## src/rtl/sl_fifo_pkg.sv

```systemverilog
// Shared constants for the 34-bit modifier-word FIFO protocol: modifiers, register offsets, HOST_STAT bits.
package sl_fifo_pkg;
  localparam int FIFO_W = 34;
  localparam int HMB    = 33;
  localparam int LMB    = 32;

  localparam logic [1:0] CONFIG_MOD  = 2'd0;
  localparam logic [1:0] DATA_MOD    = 2'd1;
  localparam logic [1:0] STATUS_MOD  = 2'd2;
  localparam logic [1:0] CHANNEL_MOD = 2'd3;

  // Register word index, i.e. paddr[5:2]
  localparam logic [3:0] REG_CHANNEL   = 4'd0;
  localparam logic [3:0] REG_CONFIG    = 4'd1;
  localparam logic [3:0] REG_TXDATA    = 4'd2;
  localparam logic [3:0] REG_TX_CFG    = 4'd3;
  localparam logic [3:0] REG_TX_STAT   = 4'd4;
  localparam logic [3:0] REG_RX_CFG    = 4'd5;
  localparam logic [3:0] REG_RX_STAT   = 4'd6;
  localparam logic [3:0] REG_RX_DATA   = 4'd7;
  localparam logic [3:0] REG_HOST_STAT = 4'd8;
  localparam logic [3:0] REG_IRQ_EN    = 4'd9;

  localparam int HS_RX_VALID   = 0;
  localparam int HS_RX_OVERRUN = 1;
  localparam int HS_PROTO_ERR  = 2;
  localparam int HS_CMD_FULL   = 3;
  localparam int HS_REP_EMPTY  = 4;
  localparam int HS_REP_CHAN   = 5;

  typedef enum logic {A_IDLE, A_RESP} apb_state_e;
  typedef enum logic {R_IDLE, R_POP}  rep_state_e;
endpackage

```

## src/rtl/sl_report_decoder.sv

```systemverilog
// Report FIFO consumer: pops one word every two cycles and decodes it into shadows and sticky flags.
module sl_report_decoder
  import sl_fifo_pkg::*;
#(
  parameter int CFG_W     = 16,
  parameter int RX_STAT_W = 16
) (
  input  logic                 clk,
  input  logic                 rst_n,
  input  logic                 rep_fifo_empty_i,
  input  logic [FIFO_W-1:0]    rep_fifo_data_i,
  output logic                 rep_fifo_inc_o,
  input  logic                 clr_rx_valid_i,
  input  logic [1:0]           w1c_i,
  output logic                 rep_channel_o,
  output logic [CFG_W-1:0]     tx_cfg_o,
  output logic [CFG_W-1:0]     rx_cfg_o,
  output logic                 tx_stat_o,
  output logic [RX_STAT_W-1:0] rx_stat_o,
  output logic [31:0]          rx_data_o,
  output logic                 rx_valid_o,
  output logic                 rx_overrun_o,
  output logic                 proto_err_o
);
  rep_state_e           state_q;
  logic                 inc_q;
  logic                 chan_q;
  logic [CFG_W-1:0]     tx_cfg_q, rx_cfg_q;
  logic                 tx_stat_q;
  logic [RX_STAT_W-1:0] rx_stat_q;
  logic [31:0]          rx_data_q;
  logic                 rx_valid_q, overrun_q, perr_q;
  logic [1:0]           mod;
  logic [31:0]          payload;

  assign mod     = rep_fifo_data_i[HMB:LMB];
  assign payload = rep_fifo_data_i[LMB-1:0];

  // Clears come first so a decode later in the block overrides them (set wins)
  always_ff @(posedge clk or negedge rst_n) begin
    if (!rst_n) begin
      state_q    <= R_IDLE;
      inc_q      <= 1'b0;
      chan_q     <= 1'b0;
      tx_cfg_q   <= '0;
      rx_cfg_q   <= '0;
      tx_stat_q  <= 1'b0;
      rx_stat_q  <= '0;
      rx_data_q  <= '0;
      rx_valid_q <= 1'b0;
      overrun_q  <= 1'b0;
      perr_q     <= 1'b0;
    end else begin
      inc_q <= 1'b0;
      if (clr_rx_valid_i) rx_valid_q <= 1'b0;
      if (w1c_i[0])       overrun_q  <= 1'b0;
      if (w1c_i[1])       perr_q     <= 1'b0;
      case (state_q)
        R_IDLE: begin
          if (!rep_fifo_empty_i) begin
            state_q <= R_POP;
            inc_q   <= 1'b1;
            case (mod)
              CHANNEL_MOD: chan_q <= payload[0];
              CONFIG_MOD: begin
                if (chan_q) rx_cfg_q <= payload[CFG_W-1:0];
                else        tx_cfg_q <= payload[CFG_W-1:0];
              end
              STATUS_MOD: begin
                if (chan_q) rx_stat_q <= payload[RX_STAT_W-1:0];
                else        tx_stat_q <= payload[0];
              end
              default: begin
                if (chan_q) begin
                  rx_data_q  <= payload;
                  rx_valid_q <= 1'b1;
                  if (rx_valid_q && !clr_rx_valid_i) overrun_q <= 1'b1;
                end else begin
                  perr_q <= 1'b1;
                end
              end
            endcase
          end
        end
        default: state_q <= R_IDLE;
      endcase
    end
  end

  assign rep_fifo_inc_o = inc_q;
  assign rep_channel_o  = chan_q;
  assign tx_cfg_o       = tx_cfg_q;
  assign rx_cfg_o       = rx_cfg_q;
  assign tx_stat_o      = tx_stat_q;
  assign rx_stat_o      = rx_stat_q;
  assign rx_data_o      = rx_data_q;
  assign rx_valid_o     = rx_valid_q;
  assign rx_overrun_o   = overrun_q;
  assign proto_err_o    = perr_q;
endmodule

```

## src/rtl/sl_host_fifo_bridge.sv

```systemverilog
// APB slave bridging register accesses to the command FIFO and report shadows to APB reads.
// Optional SL_HOST_IRQ_EN adds the IRQ_EN register at 0x24 and the level irq output.
module sl_host_fifo_bridge
  import sl_fifo_pkg::*;
#(
  parameter int ADDR_W    = 6,
  parameter int CFG_W     = 16,
  parameter int RX_STAT_W = 16
) (
  input  logic              clk,
  input  logic              rst_n,
  input  logic              psel,
  input  logic              penable,
  input  logic              pwrite,
  input  logic [ADDR_W-1:0] paddr,
  input  logic [31:0]       pwdata,
  output logic [31:0]       prdata,
  output logic              pready,
  output logic              pslverr,
  input  logic              cmd_fifo_full,
  output logic [FIFO_W-1:0] cmd_fifo_data,
  output logic              cmd_fifo_inc,
  input  logic              rep_fifo_empty,
  input  logic [FIFO_W-1:0] rep_fifo_data,
  output logic              rep_fifo_inc
`ifdef SL_HOST_IRQ_EN
  ,
  output logic              irq
`endif
);
  apb_state_e          state_q;
  logic [31:0]         prdata_q;
  logic                pready_q, pslverr_q;
  logic [FIFO_W-1:0]   cmd_data_q;
  logic                cmd_inc_q;
  logic                clr_rxv_q;
  logic [1:0]          w1c_q;

  logic                 rep_channel, tx_stat, rx_valid, rx_overrun, proto_err;
  logic [CFG_W-1:0]     tx_cfg, rx_cfg;
  logic [RX_STAT_W-1:0] rx_stat;
  logic [31:0]          rx_data;

  logic [3:0]          idx;
  logic                acc_err, push_reg;
  logic [FIFO_W-1:0]   push_word;
  logic [31:0]         rd_val;

`ifdef SL_HOST_IRQ_EN
  logic [2:0] irq_en_q;
  logic       irq_q;
`endif

  assign idx = paddr[5:2];

  always_comb begin
    acc_err   = 1'b0;
    push_reg  = 1'b0;
    push_word = '0;
    rd_val    = '0;
    case (idx)
      REG_CHANNEL: begin
        push_reg  = 1'b1;
        acc_err   = !pwrite;
        push_word = {CHANNEL_MOD, 31'b0, pwdata[0]};
      end
      REG_CONFIG: begin
        push_reg  = 1'b1;
        acc_err   = !pwrite;
        push_word = {CONFIG_MOD, {(32-CFG_W){1'b0}}, pwdata[CFG_W-1:0]};
      end
      REG_TXDATA: begin
        push_reg  = 1'b1;
        acc_err   = !pwrite;
        push_word = {DATA_MOD, pwdata};
      end
      REG_TX_CFG:  begin acc_err = pwrite; rd_val = {{(32-CFG_W){1'b0}}, tx_cfg}; end
      REG_TX_STAT: begin acc_err = pwrite; rd_val = {31'b0, tx_stat}; end
      REG_RX_CFG:  begin acc_err = pwrite; rd_val = {{(32-CFG_W){1'b0}}, rx_cfg}; end
      REG_RX_STAT: begin acc_err = pwrite; rd_val = {{(32-RX_STAT_W){1'b0}}, rx_stat}; end
      REG_RX_DATA: begin acc_err = pwrite; rd_val = rx_data; end
      REG_HOST_STAT: begin
        rd_val[HS_RX_VALID]   = rx_valid;
        rd_val[HS_RX_OVERRUN] = rx_overrun;
        rd_val[HS_PROTO_ERR]  = proto_err;
        rd_val[HS_CMD_FULL]   = cmd_fifo_full;
        rd_val[HS_REP_EMPTY]  = rep_fifo_empty;
        rd_val[HS_REP_CHAN]   = rep_channel;
      end
`ifdef SL_HOST_IRQ_EN
      REG_IRQ_EN: rd_val = {29'b0, irq_en_q};
`endif
      default: acc_err = 1'b1;
    endcase
    // Misaligned byte offsets do not hit any register
    if (paddr[1:0] != 2'b00) acc_err = 1'b1;
  end

  // A push write against a full FIFO simply holds in A_IDLE, inserting wait states
  always_ff @(posedge clk or negedge rst_n) begin
    if (!rst_n) begin
      state_q    <= A_IDLE;
      prdata_q   <= '0;
      pready_q   <= 1'b0;
      pslverr_q  <= 1'b0;
      cmd_data_q <= '0;
      cmd_inc_q  <= 1'b0;
      clr_rxv_q  <= 1'b0;
      w1c_q      <= 2'b00;
`ifdef SL_HOST_IRQ_EN
      irq_en_q   <= 3'b000;
`endif
    end else begin
      pready_q  <= 1'b0;
      pslverr_q <= 1'b0;
      cmd_inc_q <= 1'b0;
      clr_rxv_q <= 1'b0;
      w1c_q     <= 2'b00;
      case (state_q)
        A_IDLE: begin
          if (psel && penable &&
              !(pwrite && push_reg && !acc_err && cmd_fifo_full)) begin
            state_q   <= A_RESP;
            pready_q  <= 1'b1;
            pslverr_q <= acc_err;
            prdata_q  <= (!pwrite && !acc_err) ? rd_val : 32'h0;
            if (!acc_err) begin
              if (pwrite && push_reg) begin
                cmd_data_q <= push_word;
                cmd_inc_q  <= 1'b1;
              end
              if (!pwrite && idx == REG_RX_DATA) clr_rxv_q <= 1'b1;
              if (pwrite && idx == REG_HOST_STAT)
                w1c_q <= pwdata[HS_PROTO_ERR:HS_RX_OVERRUN];
`ifdef SL_HOST_IRQ_EN
              if (pwrite && idx == REG_IRQ_EN) irq_en_q <= pwdata[2:0];
`endif
            end
          end
        end
        default: state_q <= A_IDLE;
      endcase
    end
  end

`ifdef SL_HOST_IRQ_EN
  always_ff @(posedge clk or negedge rst_n) begin
    if (!rst_n) irq_q <= 1'b0;
    else        irq_q <= |(irq_en_q & {proto_err, rx_overrun, rx_valid});
  end
  assign irq = irq_q;
`endif

  sl_report_decoder #(
    .CFG_W     (CFG_W),
    .RX_STAT_W (RX_STAT_W)
  ) u_dec (
    .clk              (clk),
    .rst_n            (rst_n),
    .rep_fifo_empty_i (rep_fifo_empty),
    .rep_fifo_data_i  (rep_fifo_data),
    .rep_fifo_inc_o   (rep_fifo_inc),
    .clr_rx_valid_i   (clr_rxv_q),
    .w1c_i            (w1c_q),
    .rep_channel_o    (rep_channel),
    .tx_cfg_o         (tx_cfg),
    .rx_cfg_o         (rx_cfg),
    .tx_stat_o        (tx_stat),
    .rx_stat_o        (rx_stat),
    .rx_data_o        (rx_data),
    .rx_valid_o       (rx_valid),
    .rx_overrun_o     (rx_overrun),
    .proto_err_o      (proto_err)
  );

  assign prdata        = prdata_q;
  assign pready        = pready_q;
  assign pslverr       = pslverr_q;
  assign cmd_fifo_data = cmd_data_q;
  assign cmd_fifo_inc  = cmd_inc_q;
endmodule
```

## config.mk

```make
export PLATFORM = sky130hd
export DESIGN_NAME = sl_host_fifo_bridge
export DESIGN_NICKNAME = d
export VERILOG_FILES = /design/src/rtl/sl_fifo_pkg.sv /design/src/rtl/sl_report_decoder.sv /design/src/rtl/sl_host_fifo_bridge.sv
export SDC_FILE = /design/constraint.sdc
export NUM_CORES = 1
export LEC_CHECK = 0
export CAP_MARGIN = 15
export CORE_ASPECT_RATIO = 1.5
export CORE_UTILIZATION = 38
export DETAILED_ROUTE_END_ITERATION = 10
export PLACE_DENSITY = 0.68
export REMOVE_ABC_BUFFERS = 1
export SLEW_MARGIN = 10
export SYNTH_ARGS = -nofsm -noshare
export SYNTH_HDL_FRONTEND = slang
export SYNTH_HIERARCHICAL = 1
export SYNTH_SLANG_ARGS = --single-unit
```

## constraint.sdc

```tcl
create_clock -name clk -period 4.6 [get_ports clk]
set_input_delay 0.69 -clock clk [delete_from_list [all_inputs] [get_ports clk]]
set_output_delay 0.69 -clock clk [all_outputs]
set_load 0.02 [all_outputs]
```

Word level (Yosys, flattened, before mapping)
Index checks and enable logic that the tools add are counted.
Widths: inputs -> output; s select.
Word-level totals
  bits in registers: 158
  word-level logic and storage cells: 101
  output and inout bits: 70
Cells by class
  bitwise operators: 6
  mux-type cells: 41
  reductions and logical operators: 27
  eq/ne operators: 10
Operators with widths (count)
  $pmux 26 s4: 1
  $pmux 34 s3: 1
  $pmux 6 s6: 1
  $mux 1: 32
  $mux 32: 1
  $reduce_and 4->1: 6
  $eq 4x3->1 const B: 4
  $logic_and 1x1->1: 9
  $eq 4x2->1 const B: 2
  $mux 2: 4
  $not 1->1: 6
  $reduce_or 3->1: 2
  $reduce_or 5->1: 1
  $eq 2x2->1 const B: 2
  $eq 4x1->1 const B: 1
  $eq 4x4->1 const B: 1
  $logic_not 1->1: 4
  $logic_not 4->1: 1
  $pmux 1 s3: 1
  $reduce_and 3->1: 1
  $logic_not 2->1: 1
  $reduce_and 2->1: 1
  $reduce_bool 2->1: 1

Longest topological paths before layout
  depth in word-level cells: 11
  mapped depth: 8

Cells and area by module
Netlist, hierarchy kept.
Modules (own cells, without submodules)
  sl_host_fifo_bridge: area an instance 3484.6 µm², seq. area each 1801.7 µm², instances 1, cells an instance 339
  sl_report_decoder: area an instance 3269.4 µm², seq. area each 2152.1 µm², instances 1, cells an instance 191

Least setup slack after synthesis
OpenSTA, ideal clock, no wires.
  path kind: in2reg
  from: input port paddr[1]
  to: register cmd_data_q[0] (netlist: cmd_fifo_data[0])
  arrival time: 1.889 ns
  path buffers: 1
  slack: 2.586 ns
  stages: 4
  library setup time: 0.125 ns
  cells stage by stage: or3b_1 -> nor4_4 -> buf_6 -> mux2_2
Between the ends
  word-level cells in the longest chain between the ends: 8
  elaborated cells between the ends (all ways): 9
  those cells by class: mux: 1; bitwise: 1; reduce/logical: 7
Ends and longest elaborated chain
  start, declared: line sl_host_fifo_bridge.sv:15  | input logic [ADDR_W-1:0] paddr,
  $reduce_bool 2->1 (*): line sl_host_fifo_bridge.sv:96  | if (paddr[1:0] != 2'b00) acc_err = 1'b1;
  $mux 1 (*): line sl_host_fifo_bridge.sv:96
  $logic_not 1->1
  $logic_and 1x1->1 (2 in a row): line sl_host_fifo_bridge.sv:122  | !(pwrite && push_reg && !acc_err && cmd_fifo_full)) begin
  $logic_not 1->1: line sl_host_fifo_bridge.sv:122
  $logic_and 1x1->1: line sl_host_fifo_bridge.sv:121  | if (psel && penable &&
  $reduce_and 4->1 (no source line) (*)
  end signal, assigned: line sl_host_fifo_bridge.sv:129  | cmd_data_q <= push_word;
  end, declared: line sl_host_fifo_bridge.sv:34  | logic [FIFO_W-1:0] cmd_data_q;
Every way passes the cells marked *; elsewhere a longest branch is shown, timed or not.
A chain may end at the register's enable or synchronous reset.

Worst setup path in the final report
  from: input port paddr[4]
  to: register cmd_data_q[0] (netlist: cmd_fifo_data[0])
Between the ends
  word-level cells in the longest chain between the ends: 10
  elaborated cells between the ends (all ways): 23
  those cells by class: eq/ne: 8; mux: 4; bitwise: 1; reduce/logical: 10
Ends and longest elaborated chain
  $eq 4x3->1, or another cell as far along: line sl_host_fifo_bridge.sv:61  | case (idx)
  $reduce_or 5->1 (no source line) / $reduce_or 3->1 (equally long branches)
  $pmux 1 s3: line sl_host_fifo_bridge.sv:61
  $mux 1: line sl_host_fifo_bridge.sv:96
  $logic_not 1->1
  $logic_and 1x1->1 (2 in a row): line sl_host_fifo_bridge.sv:122
  $logic_not 1->1: line sl_host_fifo_bridge.sv:122
  $logic_and 1x1->1: line sl_host_fifo_bridge.sv:121
  $reduce_and 4->1 (no source line)
Parallel ways exist; a longest one is shown, timed or not.

==> results.sh <==
export IMPL_die_h_um=165
export IMPL_slew_violations=0
export IMPL_crit_type="primary input to flop"
export IMPL_fin_crit_ns=2.81
export IMPL_clk_pin_slew_worst_paths_ns=0.06
export IMPL_dp_hpwl_um=10900
export IMPL_fin_skew_ns=0.00767
export IMPL_required_ns=4.90
export IMPL_vias=4759
export IMPL_post_cts_buffers=0
export IMPL_grt_max_degree=124
export IMPL_critPathSlowestCell="clkdlybuf4s50_1"
export IMPL_final_nets=749
export IMPL_slew_headroom=0.350
export IMPL_synthMuxAreaShare=0.168
export IMPL_ys_ff_latch=158
export IMPL_area_growth_pct=32.4
export IMPL_n_antenna_cell=0
export IMPL_p_leak_uw=0.00393
export IMPL_wire_per_inst_um=17.8
export IMPL_yosysMostFrequentCell="dfrtp_1"
export IMPL_synth_top_area_frac=0.585
export IMPL_finalNonFillerCells=896
export IMPL_die_area_um2=18300
export IMPL_rsz0062_at_grt="no"
export IMPL_die_x_um=111
export IMPL_start_util=0.389
export IMPL_vias_per_cell=5.31
export IMPL_cts_tree="yes"
export IMPL_min_path_type="primary input to async pin"
export IMPL_critPathMaxFanout=66
export IMPL_post_cts_resized=0
export IMPL_p_total_uw=4030
export IMPL_synth_edf_count=0
export IMPL_io_buffers=148
export IMPL_remaining_drc_errors=0
export IMPL_ctsHoldBuffers=0
export IMPL_overflow=0
export IMPL_cp_end_kind="flop"
export IMPL_hold_viol_final=0
export IMPL_worst_setup_path_start_kind="primary input"
export IMPL_dp_cells=863
export IMPL_htreeDepth=4
export IMPL_synth_top_cells_by_count="dfrtp_1, mux2_2, o21ai_0, inv_1, nand3_1"
export IMPL_syn_instance_count=530
export IMPL_antenna_found_initial=0
export IMPL_dr_pass1_iters=5
export IMPL_fin_crit_sh=0.611
export IMPL_yosysSeqAreaShare=0.585
export IMPL_synth_area_um2=6750
export IMPL_cts_made_buffers=17
export IMPL_rows=59
export IMPL_yosys_area_share_simple=0.0806
export IMPL_synthAdderAreaFrac=0
export IMPL_status="finished, final reports clean"
export IMPL_grt_pass1_wl_um=26700
export IMPL_clock_sinks=158
export IMPL_insertion_delay_ns=0.42
export IMPL_setup_viol=0
export IMPL_detail_route_iter0_violations=332
export IMPL_vdd_drop_max_uv=236
export IMPL_synth_top_family_by_area="multiplexers"
export IMPL_grtUsageTotal=0.186
export IMPL_clockBufferDepth=2
export IMPL_antenna_left=0
export IMPL_io_pins=149
export IMPL_finalSetupTns_ns=0
export IMPL_ys_warn_count=6
export IMPL_wl_um=16000
export IMPL_max_stage_delay_ns=0.83
export IMPL_synth_area_leader_cell="dfrtp_1"
export IMPL_synth_cell_types=47
export IMPL_max_cap_viol_count=0
export IMPL_gp_congestion=0.775
export IMPL_critPathArrivalTime_ns=3.11
export IMPL_syn_avg_cell_area_um2=12.7
export IMPL_yosys_top_cells_area="dfrtp_1, mux2_2, a22o_1"
export IMPL_grt_pass1_vias=5170
export IMPL_tightest_slew_ns=0.972
export IMPL_fmax_mhz=356
export IMPL_async_flop_share=1.00
export IMPL_drive_above_1_share=0.211
export IMPL_hold_ws_ns=0.240
export IMPL_p_per_area_nw_per_um2=450
export IMPL_synth_compound_area_frac=0.113
export IMPL_synth_xor_area_share=0
export IMPL_core_region_area_um2=17300
export IMPL_worstPathCellList="clkdlybuf4s50_1 > a211o_1 > nor4_4 > buf_4 > mux2_2"
export IMPL_synthFlopType="dfrtp_1"
export IMPL_root_buffer="clkbuf_16"
[metal layers]
layer	vias to the layer above	track usage	wire length, um
met2	174	0.325	8080
met1	2371	0.208	6380
met5	-	0	0
met3	31	0.0562	1100
li1	2183	-	-
met4	0	0.0873	420
[critical path: cells and delay by family]
| family | cells | cell delay, ns |
|---|---|---|
| buffers and inverters | 2 | 1.33 |
| AOI/OAI and AO/OA | 1 | 0.51 |
| muxes | 1 | 0.39 |
| and+or+nand+nor | 1 | 0.16 |
[area by class of cell]
| type | instances | area (um2) |
|---|---|---|
| timing repair buffer | 154 | 1550 |
| tap | 213 | 267 |
| sequential | 158 | 3950 |
| clock inverter | 10 | 139 |
| inverter | 37 | 139 |
| multi-input combinational | 302 | 2440 |
| clock buffer | 22 | 454 |
| fill | 1542 | 8410 |
[state kept, by name (all words and copies together) (netlist names)]
register / cells
cmd_fifo_data: 34
prdata: 32
u_dec/rx_data_o: 32
u_dec/rx_cfg_o: 16
u_dec/rx_stat_o: 16
u_dec/tx_cfg_o: 16
w1c_q: 2
clr_rxv_q: 1
cmd_fifo_inc: 1
pready: 1
pslverr: 1
u_dec/proto_err_o: 1
u_dec/rep_channel_o: 1
u_dec/rep_fifo_inc_o: 1
u_dec/rx_overrun_o: 1
u_dec/rx_valid_o: 1
u_dec/tx_stat_o: 1
[kinds of logic after synthesis]
family,after synthesis
flip-flops,158
AO/OA/AOI/OAI,107
multiplexers,101
AND/OR/NAND/NOR,94
buffers and inverters,70
[stage by stage]
step	setup slack, ns	util	cell area [um2]
floorplan	1.45	-	6530
global placement	1.49	0.480	8320
detailed placement	1.39	0.480	8320
CTS	1.83	0.514	8910
global route	1.69	0.515	8940
finish	1.79	0.515	8940
[where the power goes]
group | switching, uW | internal [uW]
clock network | 533 | 867
registers | 164 | 1710
logic | 310 | 446
[layout by cell type (no fill, tap or decap), types with 4 or more instances in the layout]
cell / instances
a211oi_1: 8
a221oi_1: 4
a222oi_1: 5
a22o_1: 31
a22oi_1: 6
and3_1: 5
buf_4: 5
clkbuf_1: 4
clkbuf_16: 17
clkdlybuf4s50_1: 147
dfrtp_1: 158
inv_1: 36
mux2_2: 99
nand2_1: 10
nand3_1: 32
nor2_1: 20
nor2b_1: 5
o21ai_0: 39
[worst paths after layout]
path	start	end	slack, ns	cells after the start
min reg2reg	w1c_q[0]	u_dec/rx_overrun_o	0.44	1
max reg2reg	pready	cmd_fifo_data[0]	2.45	4
max in group asynchronous	rst_n	u_dec/tx_cfg_o[14]	3.16	3
min in group clk	w1c_q[0]	u_dec/rx_overrun_o	0.44	1
min	rst_n	cmd_fifo_data[17]	0.24	1
max	paddr[4]	cmd_fifo_data[0]	1.79	5
No activity file was read; power rests on OpenSTA's default activity.
